### src/rtl/write_issuer.sv
// Single-shot write issuer: latches a qualifier on request, strobes the write,
// waits for a run of ready cycles (bounded by a timeout), then commits.
module write_issuer #(
  parameter int unsigned MIN_READY = 1,
  parameter int unsigned TIMEOUT   = 64
) (
  input  logic clk,
  input  logic rst,
  input  logic req,
  input  logic req_bit,
  input  logic ready,
  output logic do_wr,
  output logic wr_valid,
  output logic busy,
  output logic done,
  output logic timeout
);

  localparam int unsigned RUN_W  = $clog2(MIN_READY) + 1;
  localparam int unsigned WAIT_W = $clog2(TIMEOUT) + 1;

  localparam logic [RUN_W-1:0]  RUN_MAX  = '1;
  localparam logic [WAIT_W-1:0] WAIT_MAX = '1;
  localparam logic [RUN_W-1:0]  RUN_TGT  = RUN_W'(MIN_READY);
  localparam logic [WAIT_W-1:0] WAIT_TGT = WAIT_W'(TIMEOUT);

  typedef enum logic [1:0] {
    S_IDLE,
    S_ISSUE,
    S_WAIT,
    S_COMMIT
  } state_t;

  state_t             state_q, state_d;
  logic [RUN_W-1:0]   run_q, run_d;
  logic [WAIT_W-1:0]  wait_q, wait_d;
  logic               cap_q, cap_d;

  logic [RUN_W-1:0]   run_inc;
  logic [WAIT_W-1:0]  wait_inc;

  // Saturating increments; counters never wrap.
  assign run_inc  = (run_q == RUN_MAX)   ? run_q  : run_q + RUN_W'(1);
  assign wait_inc = (wait_q == WAIT_MAX) ? wait_q : wait_q + WAIT_W'(1);

  always_ff @(posedge clk) begin
    if (rst) begin
      state_q <= S_IDLE;
      run_q   <= '0;
      wait_q  <= '0;
      cap_q   <= 1'b0;
    end else begin
      state_q <= state_d;
      run_q   <= run_d;
      wait_q  <= wait_d;
      cap_q   <= cap_d;
    end
  end

  always_comb begin
    state_d  = state_q;
    run_d    = run_q;
    wait_d   = wait_q;
    cap_d    = cap_q;
    do_wr    = 1'b0;
    done     = 1'b0;
    timeout  = 1'b0;
    busy     = (state_q != S_IDLE);
    wr_valid = (state_q != S_IDLE) ? cap_q : 1'b0;

    case (state_q)
      S_IDLE: begin
        if (req) begin
          cap_d   = req_bit;
          state_d = S_ISSUE;
        end
      end
      S_ISSUE: begin
        do_wr   = 1'b1;
        run_d   = '0;
        wait_d  = '0;
        state_d = S_WAIT;
      end
      S_WAIT: begin
        run_d  = ready ? run_inc : '0;
        wait_d = wait_inc;
        // A completed ready run wins over a coincident timeout.
        if (ready && (run_inc >= RUN_TGT)) begin
          state_d = S_COMMIT;
        end else if (wait_inc >= WAIT_TGT) begin
          timeout = 1'b1;
          state_d = S_IDLE;
        end
      end
      S_COMMIT: begin
        if (ready) begin
          do_wr   = 1'b1;
          done    = 1'b1;
          state_d = S_IDLE;
        end else begin
          run_d   = '0;
          state_d = S_WAIT;
        end
      end
      default: state_d = S_IDLE;
    endcase

    // Outputs are forced quiet while reset is asserted.
    if (rst) begin
      do_wr    = 1'b0;
      done     = 1'b0;
      timeout  = 1'b0;
      busy     = 1'b0;
      wr_valid = 1'b0;
    end
  end

endmodule

### config.mk
export PLATFORM = sky130hd
export DESIGN_NAME = write_issuer
export DESIGN_NICKNAME = d
export VERILOG_FILES = /design/src/rtl/write_issuer.sv
export SDC_FILE = /design/constraint.sdc
export NUM_CORES = 1
export LEC_CHECK = 0
export CAP_MARGIN = 20
export CORE_AREA = 2 2 39 41
export CTS_BUF_LIST = sky130_fd_sc_hd__clkbuf_8
export DETAILED_ROUTE_END_ITERATION = 16
export DIE_AREA = 0 0 41 43
export DONT_BUFFER_PORTS = 1
export RECOVER_POWER = 50
export SLEW_MARGIN = 30
export SYNTH_ARGS = -nofsm -noshare
export SYNTH_HDL_FRONTEND = slang
export SYNTH_SLANG_ARGS = --single-unit
### constraint.sdc
create_clock -name clk -period 2.07 [get_ports clk]
set_input_delay 0.414 -clock clk [delete_from_list [all_inputs] [get_ports clk]]
set_output_delay 0.414 -clock clk [all_outputs]
set_load 0.02 [all_outputs]
; Word-level counts from Yosys, hierarchy flattened
; Cells that the tools add are included.
[op_classes]
muxes = 23
eq_ne = 7
n_lt_le_gt_ge = 2
n_addsub = 2
reduce_logical = 8
[op_table]
columns = operator, count
row1 = 1-bit two-way mux, 14
row2 = 7-bit one-hot mux with 2 select lines, 1
row3 = 2-bit two-way mux, 4
row4 = 2-bit one-hot mux with 4 select lines, 1
row5 = 7-bit by 1-bit adder with 7-bit output (second input constant), 1
row6 = 7-bit == test (second input constant), 1
row7 = 7-bit >= comparator (second input constant), 1
row8 = 7-bit two-way mux, 1
row9 = 2-bit AND reduction, 3
row10 = 2-bit == test (second input constant), 2
row11 = 2-bit inequality test (second input constant), 2
row12 = 2-bit nonzero test, 2
row13 = 3-bit inequality test (second input constant), 1
row14 = 1-bit one-hot mux with 3 select lines, 1
row15 = 3-bit nonzero test, 1
row16 = 2-bit by 1-bit == test with 1-bit output (second input constant), 1
row17 = 2-bit logical NOT, 1
row18 = 1-bit one-hot mux with 2 select lines, 1
row19 = 1-bit adder (second input constant), 1
row20 = 1-bit >= comparator (second input constant), 1
row21 = 1-bit logical AND, 1
[word_totals]
wordCells = 46
out_inout_bits = 5
ff_bits = 11
input_bits = 5

; Logic depth before layout (Yosys ltp)
; Gate-level depths: netlist (run 1).
[depth]
word_depth = 7
mapped_depth = 7
mapped_depth_nobuf = 6

; Worst setup path before layout (run 1)
; No wires, ideal clock.
[synth_path]
path_kind = register to output
startpoint = register wait_q[0]
endpoint = output timeout
required_time_ps = 1656
n_path_buf = 0
path_stages_with_launch = 6
path_slack_ps = 168
arrival_ps = 1488
path_cell_list = dfxtp_1 -> ha_1 -> nand3_1 -> nor2_1 -> nor2_1 -> nor4_1
[synth_via]
elab_chain_cells = 7
elab_cells_between_ends = 8
cone_classes = add/sub: 1 / order compare: 1 / eq/ne: 1 / mux: 5
[synth_lines]
columns = element, line
row1 = from (decl), 36  ; logic [WAIT_W-1:0] wait_q, wait_d;
row2 = from (signal assigned), 55  ; wait_q <= wait_d;
row3 = 7-bit by 1-bit adder with 7-bit output or 7-bit == test (tied branches), 44  ; assign wait_inc = (wait_q == WAIT_MAX) ? wait_q : wait_q + WAIT_W'(1);
row4 = 7-bit two-way mux (*), 44
row5 = 7-bit >= comparator (*), 90  ; end else if (wait_inc >= WAIT_TGT) begin
row6 = 1-bit two-way mux (*), 90
row7 = 1-bit two-way mux (*), 88  ; if (ready && (run_inc >= RUN_TGT)) begin
row8 = 1-bit two-way mux (*), 71  ; case (state_q)
row9 = 1-bit two-way mux (*), 109  ; if (rst) begin
row10 = to (decl), 16  ; output logic timeout
; Mark *: on every way between the ends. The rest lies on a longest branch, timed or not.

; Worst setup path in the final report (run 1)
; Ends and elaborated chain as after synthesis.

==> results of run 1 <==
[final cells by class]
cell class	instances	area, um2
Multi-Input combinational cell	56	377.9
Fill cell	144	704.4
Inverter	6	22.52
Clock buffer	3	41.29
Sequential cell	10	202.7
Timing Repair Buffer	2	15.01
Tap cell	16	20.02
[worst max-delay path, delay by kind of cell, from the launching register on]
family | cells | cell delay (ns)
buf+inv | 1 | 0.19
simple gates | 4 | 0.54
fa+ha+maj | 1 | 0.17
flops | 1 | 0.37
[cells by family (layout without fill, tap and decap cells)]
family / after synthesis / after routing / synth area share [%]
buf+inv: 8 / 11 / 5.090
fa+ha+maj: 5 / 5 / 10.18
compound gates: 18 / 18 / 21.79
flops: 10 / 10 / 32.59
simple gates: 33 / 33 / 30.35
[layer usage]
| layer | up-vias | global-route usage [%] | part of all wire, % |
|---|---|---|---|
| met1 | 238 | 21.04 | 45 |
| met3 | 5 | 7.853 | 3.7 |
| met4 | 0 | 12.00 | 2.5 |
| li1 | 279 | - | - |
| met2 | 8 | 25.31 | 48 |
| met5 | - | 0 | 0 |
[report_power, final]
part | switching (mW) | internal, mW | total, mW
Clock | 0.0676 | 0.127 | 0.194
Sequential | 0.0237 | 0.216 | 0.240
Combinational | 0.155 | 0.0953 | 0.250
[final timing paths]
| check | slack (ns) | from | to | depth (start not counted) |
|---|---|---|---|---|
| setup reg to reg | 0.48 | state_q[0]$_SDFFE_PP0P_ | wait_q[5]$_SDFFE_PP0P_ | 6 |
| hold reg to reg | 0.46 | cap_q$_SDFFE_PP0P_ | cap_q$_SDFFE_PP0P_ | 2 |
| setup / recovery | 0.16 | wait_q[0]$_SDFFE_PP0P_ | timeout | 6 |
| hold / removal | 0.24 | rst | wait_q[1]$_SDFFE_PP0P_ | 1 |
[cells in the final DEF, fill, tap and decap left out, types with 2 or more instances in the layout]
cell	n
inv_1	6
a311oi_1	2
a21oi_1	8
nand4_1	2
ha_1	4
nand2_1	6
dfxtp_1	8
a31oi_1	2
nand3_1	3
buf_4	2
clkbuf_8	3
dfxtp_2	2
nor3_1	3
nor2_1	9
[repair_timing]
action	in CTS	in global routing
gates resized for setup	0	4
hold buffers	0	0
setup endpoints to repair	0	1
[flip-flops by register name, indices dropped and copies added (netlist names)]
register / cells
cap_q: 1
state_q: 2
wait_q: 7
[stage by stage]
stage	std cells	utilization [%]	area, um2	power (mW)	hold slack [ns]
3_3_place_gp	90	46.29	640.6	0.5000	0.4425
5_1_grt	93	49.10	679.4	0.7418	0.2290
3_5_place_dp	90	46.29	640.6	0.5025	0.4524
4_1_cts	93	49.28	681.9	0.7032	0.2421
6_report	93	49.10	679.4	0.6840	0.2388
2_1_floorplan	74	-	614.3	0.4548	0.4317
==> impl_metrics.tcl, run 1 <==
set metrics [dict create \
    vdd_drop_max_uv 528.4 \
    slew_headroom_pct 74.14 \
    finalNetCount 89 \
    fin_ws_ns 0.1570 \
    period_share_pct 92.42 \
    vias 530 \
    htree_num_levels 1 \
    antennaDiodeCount 0 \
    synthFlopType "dfxtp_1" \
    drtIter0Drc 7 \
    syn-num-nets 84 \
    critPathSlowestCell "dfxtp_2" \
    cts_tree "yes" \
    syn_avg_cell_area_um2 8.302 \
    synth_top_area_share_pct 32.59 \
    async_flop_share_pct 0 \
    fin_worst_skew_ns 0.0005475 \
    startpoint_type "flip-flop" \
    io_buffers 0 \
    yosysTopAreaCell "dfxtp_1" \
    wl_um 1239 \
    yosysSeqAreaShare_pct 32.59 \
    gp_congestion 0.7287 \
    hold_path_class "input pin to flip-flop" \
    cp.arrival_ns 1.50 \
    clkSinkCount 10 \
    setup_viol 0 \
    max_slew.worst_pin.slew_ns 0.3828 \
    hpwlAfterDp_um 911.7 \
    core_um2 1384 \
    grt_setup_unrepaired "false" \
    io_pins 10 \
    first_pass_iters 4 \
    synth_most_common_cell "dfxtp_1" \
    synth.distinct_cells 30 \
    fin_crit_ns 1.913 \
    die_w_um 41 \
    static-leakage-power_nw 0.2448 \
    cp_slowest_stage_delay_ns 0.37 \
    grt_pass1_vias 497 \
    grt_usage_pct 18.01 \
    yosys_warnings 0 \
    grt_pass1_wl_um 2076 \
    synth_edf_count 0 \
    cp_common_cell "nor2_1" \
    clock_latency_ns 0.23 \
    area_growth_pct 10.59 \
    cts_setup_buffers 0 \
    die_area_um2 1763 \
    grt_overflow 0 \
    synth.top_cells.by_area "dfxtp_1, ha_1, a21oi_1, nor2_1, inv_1" \
    wl_per_cell_um 13.32 \
    ys_ff_latch 10 \
    die_y_um 43 \
    drv_cap 0 \
    via_per_inst 5.699 \
    syn_inst 74 \
    antenna_found_initial 0 \
    synth_commonest_cells "dfxtp_1, nor2_1, a21oi_1" \
    cts_buffers 3 \
    num_rows 14 \
    required_ns 1.66 \
    cp_cell_sequence "ha_4 > nand3_1 > nor2_1 > nor2_1 > nor4_1 > buf_4" \
    cts.clk_slew.worst_paths_ns 0.04 \
    critPathMaxFanout 6 \
    hold_viol 0 \
    ctsLongestPathBuffers 2 \
    drv_slew 0 \
    fmax_ghz 0.5227 \
    cts-root-buf "clkbuf_8" \
    dp_slack_ns 0.3393 \
    crit_type "flip-flop to primary output" \
    postRouteAntennaNets 0 \
    initial_core_util_pct 44.39 \
    tns_ns 0 \
    cp-end-kind "primary output" \
    drc 0 \
    grt_start_max_net_pins 11 \
    synth_area_um2 614.3 \
    layout-drive-gt1-share_pct 14.29 \
    outcome "finished clean" \
    p_per_area_nw_per_um2 1007 \
]
Power figures use the tool's default switching activity.
==> run 2, diff against run 1 <==
CAP_MARGIN = 5   (was 20)
==> results of run 2 <==
Final layout, timing and power as in run 1 (identical DEF).
